<file path="config.mk">
export PLATFORM = sky130hd
export DESIGN_NAME = alu_wb_stage
export DESIGN_NICKNAME = d
export VERILOG_FILES = /design/src/rtl/alu_wb_stage.sv
export SDC_FILE = /design/constraint.sdc
export NUM_CORES = 1
export LEC_CHECK = 0
export CORE_MARGIN = 10
export CORE_UTILIZATION = 31
export CTS_CLUSTER_SIZE = 14
export DETAILED_ROUTE_END_ITERATION = 8
export PLACE_DENSITY = 0.52
export RECOVER_POWER = 100
export SETUP_SLACK_MARGIN = 0.5
export SLEW_MARGIN = 0
export SYNTH_ARGS = -nofsm -noshare
export SYNTH_HDL_FRONTEND = slang
export SYNTH_SLANG_ARGS = --single-unit
</file>
<file path="constraint.sdc">
create_clock -name clk -period 2.3 [get_ports clk]
set_input_delay 0.345 -clock clk [delete_from_list [all_inputs] [get_ports clk]]
set_output_delay 0.345 -clock clk [all_outputs]
set_load 0.02 [all_outputs]
</file>
<file path="src/rtl/alu_wb_stage.sv">
// ALU writeback stage: in-order result FIFO draining into the register file, plus the architectural flag register.
// Optional ALU_WB_BYPASS_EN adds a combinational forwarding lookup (byp_addr/byp_hit/byp_data) over pending entries.
module alu_wb_stage #(
  parameter int DEPTH = 2,
  parameter int AW    = 3
) (
  input  logic                     clk,
  input  logic                     rst_n,
  input  logic                     flush,
  input  logic                     in_valid,
  output logic                     in_ready,
  input  logic [7:0]               in_rslt,
  input  logic                     in_sc,
  input  logic                     in_zero,
  input  logic                     in_pari,
  input  logic                     in_neq,
  input  logic [AW-1:0]            in_addr,
  input  logic                     in_we,
  input  logic                     in_flag_en,
  output logic                     wb_valid,
  input  logic                     wb_ready,
  output logic [7:0]               wb_data,
  output logic [AW-1:0]            wb_addr,
  output logic                     wb_we,
  output logic                     flag_c,
  output logic                     flag_z,
  output logic                     flag_p,
  output logic                     flag_neq,
  output logic [$clog2(DEPTH):0]   occupancy,
`ifdef ALU_WB_BYPASS_EN
  input  logic [AW-1:0]            byp_addr,
  output logic                     byp_hit,
  output logic [7:0]               byp_data,
`endif
  output logic [15:0]              retire_cnt
);
  localparam int PW = $clog2(DEPTH);

  typedef struct packed {
    logic [7:0]    data;
    logic [AW-1:0] addr;
    logic          we;
  } entry_t;

  entry_t        mem [DEPTH];
  logic [PW-1:0] wr_ptr, rd_ptr;
  logic [PW:0]   count;
  logic          full, push, pop;

  assign full     = (count == (PW+1)'(DEPTH));
  // Gating with rst_n keeps in_ready low while reset is held; no wb_ready term.
  assign in_ready = rst_n & ~full & ~flush;
  assign push     = in_valid & in_ready;
  assign wb_valid = (count != '0);
  assign pop      = wb_valid & wb_ready;

  assign wb_data   = mem[rd_ptr].data;
  assign wb_addr   = mem[rd_ptr].addr;
  assign wb_we     = wb_valid & mem[rd_ptr].we;
  assign occupancy = count;

  // Entry storage needs no reset: nothing is visible unless count covers it.
  always_ff @(posedge clk) begin
    if (push) mem[wr_ptr] <= '{data: in_rslt, addr: in_addr, we: in_we};
  end

  always_ff @(posedge clk or negedge rst_n) begin
    if (!rst_n) begin
      wr_ptr     <= '0;
      rd_ptr     <= '0;
      count      <= '0;
      retire_cnt <= '0;
      flag_c     <= 1'b0;
      flag_z     <= 1'b0;
      flag_p     <= 1'b0;
      flag_neq   <= 1'b0;
    end else begin
      if (flush) begin
        wr_ptr <= '0;
        rd_ptr <= '0;
        count  <= '0;
      end else begin
        if (push) wr_ptr <= wr_ptr + 1'b1;
        if (pop)  rd_ptr <= rd_ptr + 1'b1;
        if (push && !pop)      count <= count + 1'b1;
        else if (pop && !push) count <= count - 1'b1;
        if (pop) retire_cnt <= retire_cnt + 16'd1;
      end
      // Flags move at push so the very next ALU op sees the new carry.
      if (push && in_flag_en) begin
        flag_c   <= in_sc;
        flag_z   <= in_zero;
        flag_p   <= in_pari;
        flag_neq <= in_neq;
      end
    end
  end

`ifdef ALU_WB_BYPASS_EN
  logic [PW-1:0] idx;
  // Walk oldest to youngest so the youngest matching entry wins.
  always_comb begin
    byp_hit  = 1'b0;
    byp_data = 8'h00;
    idx      = rd_ptr;
    for (int i = 0; i < DEPTH; i++) begin
      idx = rd_ptr + PW'(i);
      if (((PW+1)'(i) < count) && mem[idx].we && (mem[idx].addr == byp_addr)) begin
        byp_hit  = 1'b1;
        byp_data = mem[idx].data;
      end
    end
  end
`endif
endmodule
</file>
==> results of run 1 <==
==> cell type report <==
| type | count | area (sq um) | share of cell area |
|---|---|---|---|
| Sequential cell | 48 | 1320 | 0.470 |
| Multi-Input combinational cell | 83 | 671 | 0.238 |
| Timing Repair Buffer | 68 | 611 | 0.217 |
| Tap cell | 77 | 96.3 | 0.0343 |
| Clock buffer | 6 | 72.6 | 0.0258 |
| Clock inverter | 2 | 35.0 | 0.0125 |
| Inverter | 1 | 3.75 | 0.00133 |
| Antenna cell | 1 | 2.50 | 0.000890 |
==> cell families after synthesis <==
family          share of synthesized area
simple gates                        0.136
flops                               0.656
xor+xnor                           0.0696
mux                                 0.107
buf+inv                            0.0106
compound gates                     0.0149
fa+ha+maj                         0.00621
==> how the worst min path moves through the flow <==
| stage | from | to | slack [ps] | depth (start not counted) |
|---|---|---|---|---|
| floorplan | rst_n | flag_c | 50 | 0 |
| global placement | retire_cnt[15] | retire_cnt[15] | 470 | 1 |
| detailed placement | retire_cnt[15] | retire_cnt[15] | 480 | 1 |
| CTS | rst_n | retire_cnt[1] | 480 | 2 |
| global route | flag_z | flag_z | 510 | 1 |
| finish | flag_z | flag_z | 490 | 1 |
==> timing repair <==
action | in CTS | in global routing
buffers inserted | 4 | 3
hold buffers | 0 | 0
gates resized for setup | 45 | 25
gates cloned | 1 | 0
pin swaps | 0 | 1
setup endpoints to repair | 15 | 25
==> metal layers <==
| layer | global-route usage | vias up |
|---|---|---|
| met1 | 0.107 | 622 |
| li1 | - | 631 |
| met3 | 0.0480 | 5 |
| met5 | 0 | - |
| met2 | 0.151 | 39 |
| met4 | 0.0196 | 0 |
==> power breakdown <==
| part | total [mW] | internal (mW) | switching, mW |
|---|---|---|---|
| Sequential | 1.01 | 0.960 | 0.0538 |
| Clock | 0.591 | 0.323 | 0.269 |
| Combinational | 0.346 | 0.170 | 0.176 |
==> placed cells by master (no fill, tap or decap), drive strengths merged, types with 2 or more instances in the layout <==
cell type	synthesis	final
xnor2	11	11
mux2	16	16
nor3b	2	2
dlygate4sd3	0	34
and3	8	8
buf	3	12
dfrtp	24	24
xor2	5	5
nand3b	2	2
nor4	2	2
o21ai	3	3
nand4	4	4
nand3	5	5
clkbuf	0	19
dlygate4sd2	0	2
and2	3	3
nand2	9	9
edfxtp	24	24
clkdlybuf4s50	0	7
nor2	5	5
mux2i	2	2
==> through the flow <==
step	hold slack [ps]	area, sq um
floorplan	49.4	2030
global placement	469	2700
detailed placement	478	2700
CTS	479	2810
global route	511	2810
finish	490	2810
==> flip-flops by register name (all words and copies together), names as in the netlist <==
register and cells:
flag_c 1, flag_neq 1, flag_p 1, flag_z 1, mem 24, occupancy 2
rd_ptr 1, retire_cnt 16, wr_ptr 1
==> flow_summary_export.csv, run 1 <==
group,metric,value,unit
die,io_pins,58,
hold_path,min_path_type,"register to register",
timing,final.setup.worst_slack,369,ps
die,dieWidth,101,microns
routing,drt-wirelength-per-cell,16.0,microns
routing,wirelength,4.58,mm
timing,clock_skew,6.27,ps
synth,synth-seq-cells,48,
place,place_congestion,0.743,
synth,synth_common_cells,"dfrtp_1, edfxtp_1, mux2_2, xnor2_1, nand2_1",
die,start_util,0.319,
die,core_region_area,6310,sq um
setup_path,cp_slowest_cell,"dfrtp_1",
place,post-dp-hpwl,3.38,mm
global_routing,grt_usage,0.0930,
place,dp.cells,269,
global_routing,grt_pass1_wl,7.53,mm
setup_path,crit_type,"register to primary output",
global_routing,grt_max_degree,27,
timing,hold_viol_final,0,
finish,nNetsFinal,230,
setup_path,crit_chain,"clkbuf_1, clkbuf_1, mux2_4, buf_6",
setup_path,required,1960,ps
setup_path,cp.arrival,1590,ps
routing,ant_nets,0,
timing,tns,0,ps
status,status,"completed",
setup_path,critPathMaxFanout,3,
synth,postSynth.asyncResetShare,0.500,
timing,maxSlewViolCount,0,
clock_tree,insertion_delay,300,ps
power_and_ir_drop,leakage,1.18,nW
synth,synth_edf_count,24,
global_routing,grt_pass1_vias,1430,
routing,drt_pass1_iterations,4,
finish,area_delta_synth_final,39.6,%
finish,layout-drive-gt1-share,0.178,
setup_path,crit_buf_inv,3,
synth,yosysUniqueCellTypes,27,
timing,setup_viol,0,
synth,syn_nets,158,
setup_path,cp_common_cell,"clkbuf_1",
place,port_buffers,57,
synth,ys.flop_type,"edfxtp_1",
power_and_ir_drop,finalPower,1.95,mW
timing,final.period_utilization,0.839,
setup_path,start_kind,"register",
global_routing,grt_antenna_before_repair,1,
finish,num-fill-cells,593,
power_and_ir_drop,power_density,694,nW/um^2
clock_tree,clock_sinks,48,
setup_path,cpPeakStageDelay,380,ps
flow_run,drv_cap,0,
setup_path,cpLargestDelayFamily,"buffers and inverters",
routing,first_iter_violations,22,
routing,dr_wl_met3,379,microns
timing,rsz0062_at_grt,"true",
global_routing,overflow,0,
clock_tree,cts_root_buf,"clkbuf_8",
routing,routedLengthMet1,1.93,mm
timing,fmax,518,MHz
timing,tightest_slew,578,ps
place,detailedPlace.worstSlack,157,ps
routing,highest_layer,"met4",
synth,syn_inst,135,
setup_path,r2r_end,"mem[1][3]",
power_and_ir_drop,ir_drop,335,uV
setup_path,startpoint,"rd_ptr",
setup_path,crit_end,"wb_data[0]",
clock_tree,clockBufferDepth,2,
clock_tree,path_clk_slew,80,ps
finish,layoutNonFillerInstCount,286,
routing,via_count,1297,
routing,drcViolationCount,0,
synth,syn_avg_cell_area,14.9,sq um
synth,netlist_top_cells_area,"edfxtp_1, dfrtp_1, mux2_2",
clock_tree,cts_inserted_buffers,5,
setup_path,cp.depth,4,
synth,synth.cell_area,2010,sq um
finish,finish.utilization,0.446,
synth,synth_top_area_share,0.358,
clock_tree,ctsHtreeMaxLevel,2,
die,die_height,101,microns
setup_path,critPathCaptureType,"primary output",
setup_path,r2r-start,"occupancy[1]",
die,num_rows,29,
timing,relSlewSlack,0.614,
routing,viasPerCell,4.53,
synth,seq_area_frac_synth,0.656,
setup_path,r2r_slack,470,ps
die,die_area,10100,sq um
synth,yosysTopAreaCell,"edfxtp_1",
timing,fin_crit,1930,ps
synth,yosysWarnings,0,
clock_tree,cts_tree,"done",
routing,dr_wl_met2,2.22,mm
setup_path,rr_worst_depth,3,
No activity file was read; power rests on OpenSTA's default activity.
==> run 2: changes to the inputs <==
==> constraint.sdc (replaced) <==
create_clock -name clk -period 1.9 [get_ports clk]
set_input_delay 0.285 -clock clk [delete_from_list [all_inputs] [get_ports clk]]
set_output_delay 0.285 -clock clk [all_outputs]
set_load 0.02 [all_outputs]
==> flow_summary_export.csv, run 2 (same netlist as run 1, synthesis figures left out) <==
group,metric,value,unit
routing,drt_pass1_iterations,4,
setup_path,critPathMaxFanout,6,
flow_run,drv_cap,0,
power_and_ir_drop,finalPower,2.44,mW
die,core_region_area,6310,sq um
clock_tree,cts_tree,"done",
routing,drt-wirelength-per-cell,16.8,microns
setup_path,cp.arrival,1780,ps
global_routing,grt_pass1_vias,1542,
finish,layout-drive-gt1-share,0.360,
clock_tree,path_clk_slew,90,ps
place,port_buffers,57,
die,dieWidth,101,microns
global_routing,grt_usage,0.103,
place,post-dp-hpwl,3.57,mm
timing,final.period_utilization,0.923,
clock_tree,cts_inserted_buffers,5,
clock_tree,insertion_delay,300,ps
timing,tns,0,ps
finish,nNetsFinal,250,
die,die_area,10100,sq um
setup_path,crit_type,"input port to register",
place,detailedPlace.worstSlack,-73.4,ps
global_routing,overflow,0,
timing,maxSlewViolCount,0,
setup_path,start_kind,"input port",
timing,setup_viol,0,
timing,rsz0062_at_grt,"true",
place,place_congestion,0.729,
setup_path,required,1920,ps
routing,via_count,1400,
clock_tree,clock_sinks,48,
die,die_height,101,microns
finish,area_delta_synth_final,53.1,%
finish,final_common_cell,"edfxtp_1",
routing,first_iter_violations,29,
timing,fin_crit,1750,ps
die,start_util,0.319,
global_routing,grt_max_degree,27,
clock_tree,ctsHtreeMaxLevel,2,
global_routing,grt_pass1_wl,8.04,mm
setup_path,critPathCaptureType,"register",
timing,final.setup.worst_slack,147,ps
timing,hold_viol_final,0,
finish,layoutNonFillerInstCount,305,
timing,fmax,570,MHz
timing,relSlewSlack,0.739,
power_and_ir_drop,leakage,1.31,nW
routing,drcViolationCount,0,
place,dp.cells,275,
routing,viasPerCell,4.59,
finish,final_cell_mix,"edfxtp_1, buf_6, dfrtp_1",
power_and_ir_drop,ir_drop,489,uV
finish,top_register,"mem",
timing,tightest_slew,392,ps
power_and_ir_drop,power_density,790,nW/um^2
finish,largest_reg_flops,24,
timing,clock_skew,10.0,ps
clock_tree,clockBufferDepth,2,
finish,num-fill-cells,577,
die,io_pins,58,
global_routing,grt_antenna_before_repair,0,
finish,finish.utilization,0.489,
routing,ant_nets,0,
die,num_rows,29,
clock_tree,cts_root_buf,"clkbuf_8",
finish,n_antenna_cell,0,
status,status,"completed",
routing,wirelength,5.12,mm
hold_path,min_path_type,"input port to asynchronous set/reset pin",
## run 2: routing by layer
metal	global-route usage	share of wire	routed length [microns]
met2	0.164	0.50	2550
met3	0.0610	0.091	465
met1	0.112	0.40	2060
met4	0.0315	0.0084	43
met5	0	0	0
## run 2: where the power goes
| part | internal, mW | switching (mW) |
|---|---|---|
| Clock | 0.341 | 0.334 |
| Combinational | 0.279 | 0.247 |
| Sequential | 1.17 | 0.0679 |
| Total | 1.79 | 0.649 |
## run 2: timing repair
action / 4_1_cts / 5_1_grt
hold buffers: 0 / 0
buffers inserted: 10 / 9
setup endpoints to repair: 80 / 69
cloned: 3 / 0
pin swaps: 5 / 14
resized for setup: 129 / 37
## run 2: path summary, 6_finish.rpt
kind,start,to,slack (ps),cells past startpoint
max reg2reg,occupancy[0],retire_cnt[5],180,6
min,rst_n,occupancy[0],440,2
min reg2reg,retire_cnt[15],retire_cnt[15],480,1
min in group clk,retire_cnt[15],retire_cnt[15],480,1
max in group asynchronous,rst_n,retire_cnt[4],1300,2
max,rst_n,mem[0][7],150,6
## run 2: worst max-delay path, stage by stage
cell           delay (ps)
dlygate4sd3_1         610
nor3b_4               260
buf_6                 150
nand2_4                50
nor2_2                260
buf_12                170
## run 2: per-stage QoR
step | hold WS (ps) | instance area [sq um]
final | 439 | 3080
after CTS | 382 | 3090
after detailed placement | 466 | 2790
after global placement | 466 | 2790
after floorplan | -10.6 | 2050
after global routing | 457 | 3080
## run 2: final cells by class
| cell class | count | area [sq um] | share of cell area |
|---|---|---|---|
| Inverter | 1 | 3.75 | 0.00122 |
| Clock buffer | 8 | 101 | 0.0329 |
| Multi-Input combinational cell | 84 | 746 | 0.242 |
| Tap cell | 77 | 96.3 | 0.0312 |
| Sequential cell | 48 | 1330 | 0.432 |
| Timing Repair Buffer | 87 | 806 | 0.261 |
==> run 3: changes to the inputs <==
--- a/config.mk
+++ b/config.mk
@@ -7,7 +7,6 @@
 export LEC_CHECK = 0
 export CORE_MARGIN = 10
 export CORE_UTILIZATION = 31
-export CTS_CLUSTER_SIZE = 14
 export DETAILED_ROUTE_END_ITERATION = 8
 export PLACE_DENSITY = 0.52
 export RECOVER_POWER = 100
==> results of run 3 <==
Final layout, timing and power as in run 2 (identical DEF).
